==> src/rtl/odd_parity_pkg.sv <==
// Shared definitions for the odd-parity serial receive path: FSM state
// encoding and the fixed line levels of a frame.
package odd_parity_pkg;

  typedef enum logic [1:0] {
    IDLE   = 2'd0,
    DATA   = 2'd1,
    PARITY = 2'd2,
    STOP   = 2'd3
  } rx_state_t;

  localparam logic START_BIT  = 1'b0;
  localparam logic STOP_BIT   = 1'b1;
  localparam logic IDLE_LEVEL = 1'b1;

endpackage

==> src/rtl/odd_parity_check.sv <==
// Combinational odd-parity checker: ok=1 when data plus parity bit hold an
// odd number of ones. Width-parameterised so parallel-bus checkers can reuse it.
module odd_parity_check #(
  parameter int N = 8
) (
  input  logic [N-1:0] data,
  input  logic         p,
  output logic         ok
);

  assign ok = ^data ^ p;

endmodule

==> src/rtl/odd_parity_frame_rx.sv <==
// Serial frame receiver: start bit, DATA_W data bits LSB first, odd parity
// bit, stop bit. Sampling happens only on bit_en strobes. Every output is a
// flop, so nothing on sin/bit_en reaches an output combinationally.
module odd_parity_frame_rx
  import odd_parity_pkg::*;
#(
  parameter int DATA_W = 8
) (
  input  logic              clk,
  input  logic              rst_n,
  input  logic              sin,
  input  logic              bit_en,
  output logic [DATA_W-1:0] data_out,
  output logic              data_valid,
  output logic              parity_err,
  output logic              frame_err,
  output logic              busy
);

  localparam int              CNT_W    = $clog2(DATA_W);
  localparam logic [CNT_W-1:0] CNT_LAST = CNT_W'(DATA_W - 1);

  rx_state_t         r_state;
  logic [CNT_W-1:0]  r_cnt;
  logic [DATA_W-1:0] r_shift;
  logic              r_par;
  logic [DATA_W-1:0] r_data;
  logic              r_valid;
  logic              r_perr;
  logic              r_ferr;
  logic              r_busy;
  logic              w_ok;

  odd_parity_check #(
    .N (DATA_W)
  ) u_check (
    .data (r_shift),
    .p    (r_par),
    .ok   (w_ok)
  );

  // Frame FSM, bit counter, deserialiser and registered result outputs.
  always_ff @(posedge clk or negedge rst_n) begin
    if (!rst_n) begin
      r_state <= IDLE;
      r_cnt   <= '0;
      r_shift <= '0;
      r_par   <= 1'b0;
      r_data  <= '0;
      r_valid <= 1'b0;
      r_perr  <= 1'b0;
      r_ferr  <= 1'b0;
      r_busy  <= 1'b0;
    end else begin
      r_valid <= 1'b0;
      if (bit_en) begin
        case (r_state)
          IDLE: begin
            if (sin == START_BIT) begin
              r_state <= DATA;
              r_cnt   <= '0;
              r_busy  <= 1'b1;
            end
          end
          DATA: begin
            r_shift[r_cnt] <= sin;
            if (r_cnt == CNT_LAST) begin
              // Counter parks at zero so it never runs past DATA_W-1.
              r_cnt   <= '0;
              r_state <= PARITY;
            end else begin
              r_cnt <= r_cnt + 1'b1;
            end
          end
          PARITY: begin
            r_par   <= sin;
            r_state <= STOP;
          end
          STOP: begin
            // Word is delivered even when an error is flagged.
            r_data  <= r_shift;
            r_perr  <= ~w_ok;
            r_ferr  <= (sin != STOP_BIT);
            r_valid <= 1'b1;
            r_state <= IDLE;
            r_busy  <= 1'b0;
          end
          default: begin
            r_state <= IDLE;
            r_busy  <= 1'b0;
          end
        endcase
      end
    end
  end

  assign data_out   = r_data;
  assign data_valid = r_valid;
  assign parity_err = r_perr;
  assign frame_err  = r_ferr;
  assign busy       = r_busy;

endmodule
==> config.mk <==
export PLATFORM = sky130hd
export DESIGN_NAME = odd_parity_frame_rx
export DESIGN_NICKNAME = d
export VERILOG_FILES = /design/src/rtl/odd_parity_pkg.sv /design/src/rtl/odd_parity_check.sv /design/src/rtl/odd_parity_frame_rx.sv
export SDC_FILE = /design/constraint.sdc
export NUM_CORES = 1
export LEC_CHECK = 0
export ABC_AREA = 1
export CORE_ASPECT_RATIO = 0.9
export CORE_MARGIN = 8
export CORE_UTILIZATION = 48
export DETAILED_ROUTE_END_ITERATION = 6
export HOLD_SLACK_MARGIN = 0.15
export PLACE_DENSITY = 0.74
export SLEW_MARGIN = 0
export SYNTH_ARGS = -nofsm -noshare
export SYNTH_HDL_FRONTEND = slang
export SYNTH_SLANG_ARGS = --single-unit
==> constraint.sdc <==
create_clock -name clk -period 1.4 [get_ports clk]
set_clock_uncertainty 0.05 [all_clocks]
set_input_delay 0.28 -clock clk [delete_from_list [all_inputs] [get_ports clk]]
set_output_delay 0.28 -clock clk [all_outputs]
set_load 0.02 [all_outputs]
# --- Word-level counts from Yosys, hierarchy flattened ---
# Cells that the tools add are included.
# Widths: inputs -> output; s select.
classes:
  addsub: 1
  mul: 0
  div_mod_pow: 0
  n_lt_le_gt_ge: 2
  n_eq_ne: 6
  n_shift: 0
  n_mux: 13
  bitwise: 3
  reduce_logical: 11
ops:
  columns: ["cell", "count"]
  rows:
  - ["$reduce_and 3->1", 3]
  - ["$bwmux 8", 1]
  - ["$pmux 2 s4", 1]
  - ["$reduce_xor 8->1", 1]
  - ["$mux 3", 2]
  - ["$pmux 3 s2", 1]
  - ["$reduce_and 2->1", 3]
  - ["$eq 2x2->1 const B", 2]
  - ["$lt 3x4->1 const B", 1]
  - ["$mux 1", 4]
  - ["$mux 2", 2]
  - ["$ne 2x2->1 const B", 2]
  - ["$reduce_bool 2->1", 2]
  - ["$add 3x1->3 const B", 1]
  - ["$demux 1 s3", 1]
  - ["$eq 3x3->1 const B", 1]
  - ["$ge 3x1->1 const B", 1]
  - ["$eq 2x1->1 const B", 1]
  - ["$logic_not 2->1", 1]
  - ["$not 1->1", 2]
  - ["$pmux 1 s2", 1]
  - ["$logic_and 1x1->1", 1]
  - ["$xor 1x1->1", 1]
totals:
  ff_bits: 26
  latch_bits: 0
  mem_bits_rw: 0
  romBits: 0
  input_bits: 4
  output_inout_bits: 12
  word_cells: 45
  mem_count: 0

# --- Longest topological paths before layout ---
# Gate-level depths: netlist of run 1.
logic_depth:
  word_depth: 5
  depth_mapped: 10
  ltp_nobuf: 10

# --- Cells and area by module ---
# Synthesis of run 1 repeated with hierarchy kept, for this count alone.
unflattened:
  hier_cells: 190
  hier_area_um2: 1408.9
by_module_without_submodules:
  columns: ["module", "instances", "cells_per_inst", "area_per_inst_um2"]
  rows:
  - ["odd_parity_frame_rx", 1, 152, 1244.9]
  - ["odd_parity_check", 1, 38, 163.9]

# --- Least setup slack after synthesis of run 1 ---
# Ideal clock, no wire load.
synth_timing:
  path_type: "flip-flop to flip-flop"
  start: "reg r_state[1]"
  end: "reg r_shift[0]"
  setup_ns: 0.082
  arrival_time_ns: 1.156
  required_ns: 1.268
  slack_ns: 0.112
  path_stages_with_launch: 7
  path_buffers: 0
  period_less_slack_ns: 1.288
  path_cell_list: "dfrtp_1 > inv_1 > ha_1 > nand2_2 > nor2_4 > a21oi_1 > a31oi_1"
synth_via:
  elab_chain_len: 2
synth_lines:
  columns: ["element", "line_no", "rtl"]
  rows:
  - ["from (decl)", "odd_parity_frame_rx.sv:23", "rx_state_t r_state;"]
  - ["from (signal assigned)", "odd_parity_frame_rx.sv:45", "r_state <= IDLE;"]
  - ["from (signal assigned)", "odd_parity_frame_rx.sv:60", "r_state <= DATA;"]
  - ["from (signal assigned)", "odd_parity_frame_rx.sv:70", "r_state <= PARITY;"]
  - ["$eq 2x1->1", "odd_parity_frame_rx.sv:57", "case (r_state)"]
  - ["$reduce_and 2->1 (no source line)", null, null]
  - ["to (signal, indexed assignment)", "odd_parity_frame_rx.sv:66", "r_shift[r_cnt] <= sin;"]
  - ["to (decl)", "odd_parity_frame_rx.sv:25", "logic [DATA_W-1:0] r_shift;"]
# No other way between the ends.
# A chain may end at the register's enable or synchronous reset.

# --- Worst setup path after layout of run 1 ---
layout_timing:
  start: "reg r_state[0]"
  end: "reg r_cnt[0]"
layout_via:
  elab_chain_len: 3
layout_lines:
  columns: ["element", "line_no", "rtl"]
  rows:
  - ["$eq 2x1->1 / $logic_not 2->1 (equally long branches)", "odd_parity_frame_rx.sv:57", null]
  - ["$reduce_bool 2->1 (no source line) / $ne 2x2->1 (equally long branches)", null, null]
  - ["$reduce_and 3->1 (no source line)", null, null]
  - ["to (signal assigned)", "odd_parity_frame_rx.sv:72", "r_cnt <= r_cnt + 1'b1;"]
  - ["to (decl)", "odd_parity_frame_rx.sv:24", "logic [CNT_W-1:0] r_cnt;"]
# Several ways; a longest one is shown, not always the timed one.

==> results of run 1 <==
per-stage QoR:
stage	instances	TNS (ns)	utilization
CTS	201	0	0.623
floorplan	147	0	-
finish	209	0	0.681
detailed placement	197	-1.54	0.605
global route	209	-0.180	0.681
global placement	197	-0.931	0.605
cell families after synthesis:
| group | Yosys count | synth area share |
|---|---|---|
| simple gates | 56 | 0.191 |
| compound gates | 32 | 0.137 |
| flops | 26 | 0.519 |
| buf+inv | 25 | 0.0759 |
| fa+ha+maj | 7 | 0.0699 |
| xor+xnor | 1 | 0.00699 |
placed cells by master (no fill, tap or decap):
cell	count
a21oi_1	8
a21oi_2	1
a31oi_1	9
buf_12	1
buf_4	15
bufinv_16	1
clkbuf_2	1
clkbuf_4	3
clkdlybuf4s15_1	11
clkdlybuf4s50_1	3
clkinv_1	1
dfrtp_1	26
ha_1	4
ha_2	1
ha_4	2
inv_1	19
inv_2	4
nand2_1	37
nand2_2	1
nand2_4	3
nand3_1	7
nor2_1	4
nor2_4	4
o21ai_0	12
o21ai_1	2
xor2_1	1
sequential cells by signal, summed over array words and instances, names as in the netlist:
signal,cells
r_state,2
r_shift,8
r_cnt,3
busy,1
data_out,8
r_par,1
data_valid,1
parity_err,1
frame_err,1
how the worst min path moves through the flow:
| stage | cells past startpoint | slack [ns] | startpoint | endpoint |
|---|---|---|---|---|
| finish | 2 | 0.24 | rst_n | data_out[4] |
| global placement | 2 | 0.42 | data_out[6] | data_out[6] |
| floorplan | 0 | -0.07 | rst_n | busy |
| CTS | 2 | 0.25 | rst_n | r_shift[5] |
| detailed placement | 2 | 0.42 | parity_err | parity_err |
| global route | 2 | 0.27 | rst_n | r_shift[5] |
power by group through the flow:
stage / Clock, W / Combinational (W) / Sequential (W)
2_1_floorplan: 0 / 0.000873 / 0.00142
3_3_place_gp: 0 / 0.00156 / 0.00128
3_5_place_dp: 0 / 0.00164 / 0.00129
4_1_cts: 0.000530 / 0.00157 / 0.00128
5_1_grt: 0.000554 / 0.00210 / 0.00133
6_report: 0.000525 / 0.00190 / 0.00129
repair_timing:
| action | in CTS | in global routing |
|---|---|---|
| cloned | 0 | 0 |
| resized for setup | 17 | 29 |
| buffers inserted | 0 | 8 |
| setup endpoints to repair | 18 | 26 |
| pin swaps | 0 | 5 |
final cells by class:
cell class | count | area share
Inverter | 24 | 0.0537
Tap cell | 28 | 0.0209
Timing Repair Buffer | 31 | 0.165
Clock buffer | 3 | 0.0134
Multi-Input combinational cell | 96 | 0.341
Sequential cell | 26 | 0.387
Clock inverter | 1 | 0.0179
per-layer routing:
layer | up-vias | routed length, um | GRT usage
li1 | 541 | - | -
met1 | 526 | 1170 | 0.123
met2 | 31 | 1510 | 0.208
met3 | 8 | 134 | 0.0320
met4 | 0 | 51 | 0.0702
met5 | - | 0 | 0
==> flow_summary.yaml, run 1 <==
worst_setup_path:
  crit_family: "flip-flops"
  path_max_fanout: 4
  critPathCapture: "r_cnt[0]"
  crit_slowest_cell: "dfrtp_1"
  cpPeakStageDelay_ns: 0.46
  crit_path_start_kind: "flip-flop"
  arrival_ns: 1.54
  r2r_cells: 6
  critical_path_required_ns: 1.56
  critPathCaptureType: "flip-flop"
  timing.reg2reg.setup_slack_ns: 0.02
  crit_chain: "ha_4 -> buf_12 -> nor2_1 -> nor2_4 -> nand3_1 -> o21ai_0"
  r2r-start: "r_state[0]"
  path_buf_inv: 1
  crit_cells: 6
  reg2reg_to: "r_cnt[0]"
  crit_start: "r_state[0]"
  crit_type: "reg -> reg"
yosys:
  syn_area_per_cell_sq_um: 8.52
  ys.flop_type: "dfrtp_1"
  yosysUniqueCellTypes: 14
  synth-seq-cells: 26
  synth_warnings: 0
  synth_common_cells: "nand2_1, dfrtp_1, inv_1"
  yosysTopAreaCellShare: 0.519
  syn_area_sq_um: 1250
  synthCells: 147
  synthesis.nets: 158
  synth_largest_area_cell: "dfrtp_1"
  async_flop_share: 1.00
  synth_edf_count: 0
  synth.area.top_cells: "dfrtp_1, nand2_1, ha_1"
  yosysMostFrequentCell: "nand2_1"
  ys_seq_area_frac: 0.519
timing:
  fin_crit_ns: 1.38
  tightest_slew_ns: 0.329
  drv_slew: 0
  rsz0062_at_grt: "yes"
  slew_headroom: 0.780
  setup_ws_ns: 0.0193
  whs_ns: 0.242
  fmax_mhz: 724
  setup_viol: 0
  hold_viol_final: 0
  finalCritPeriodShare: 0.986
global_routing:
  grt_pass1_wl_um: 4370
  antenna_found_initial: 0
  grt_max_degree: 27
  grt.total_usage: 0.117
  grt_pass1_vias: 1027
  gr-total-overflow: 0
clocking:
  clk_pin_slew_ns: 0.15
  clock_path_buffers: 2
  clk_latency_ns: 0.33
  cts.htree.levels: 1
  cts_root_buf: "clkbuf_4"
  cts_tree: "yes"
  hold_buffers: 0
  cts_buffers: 3
  cts.sinks: 26
placed_design:
  post-place-ws_ns: -0.0988
  dpl.hpwl_um: 1950
  gp_congestion: 0.794
  dpl_cell_area_sq_um: 1490
  place.port_buffers: 15
floorplan:
  die_x_um: 69.8
  die_h_um: 64.5
  pin_count: 16
  rows: 17
  core-area_sq_um: 2470
  start_util: 0.508
  die-area_sq_um: 4500
power_and_ir_drop:
  p_leak_nw: 0.868
  switching_share: 0.423
  ir_drop_mv: 1.35
  switchingPower_w: 0.00157
  p_total_w: 0.00372
  combPwrFrac: 0.511
  p_clk_frac: 0.141
  power_density_nw_per_um2: 2210
  power.internal_w: 0.00215
  seqPwrFrac: 0.348
detailed_routing:
  drt-total-wl_um: 2860
  drcViolationCount: 0
  vias_per_cell: 5.29
  vias: 1106
  wl_per_cell_um: 13.7
  dr.pass1.iters: 4
  drt_iter0_drc: 48
  final_antenna_net_count: 0
worst_hold_path:
  hp-class: "in -> async"
outcome:
  status: "completed"
cells_and_area:
  multi_input_area_sq_um: 573
  fillers: 196
  register_area_sq_um: 651
  layout-drive-gt1-share: 0.204
  fin_area_sq_um: 1680
  n_antenna_cell: 0
  layout-area-overhead-vs-synth_pct: 34.1
  num-nets-final: 193
flow_run:
  cap_violations: 0
(Power assumes the default switching activity.)
==> run 2: changes to the inputs <==
--- a/config.mk
+++ b/config.mk
@@ -6,6 +6,7 @@
 export NUM_CORES = 1
 export LEC_CHECK = 0
 export ABC_AREA = 1
+export ABC_CLOCK_PERIOD_IN_PS = 1400
 export CORE_ASPECT_RATIO = 0.9
 export CORE_MARGIN = 8
 export CORE_UTILIZATION = 48
==> results of run 2 <==
The final DEF is identical to that of run 1; final timing and power are the same.
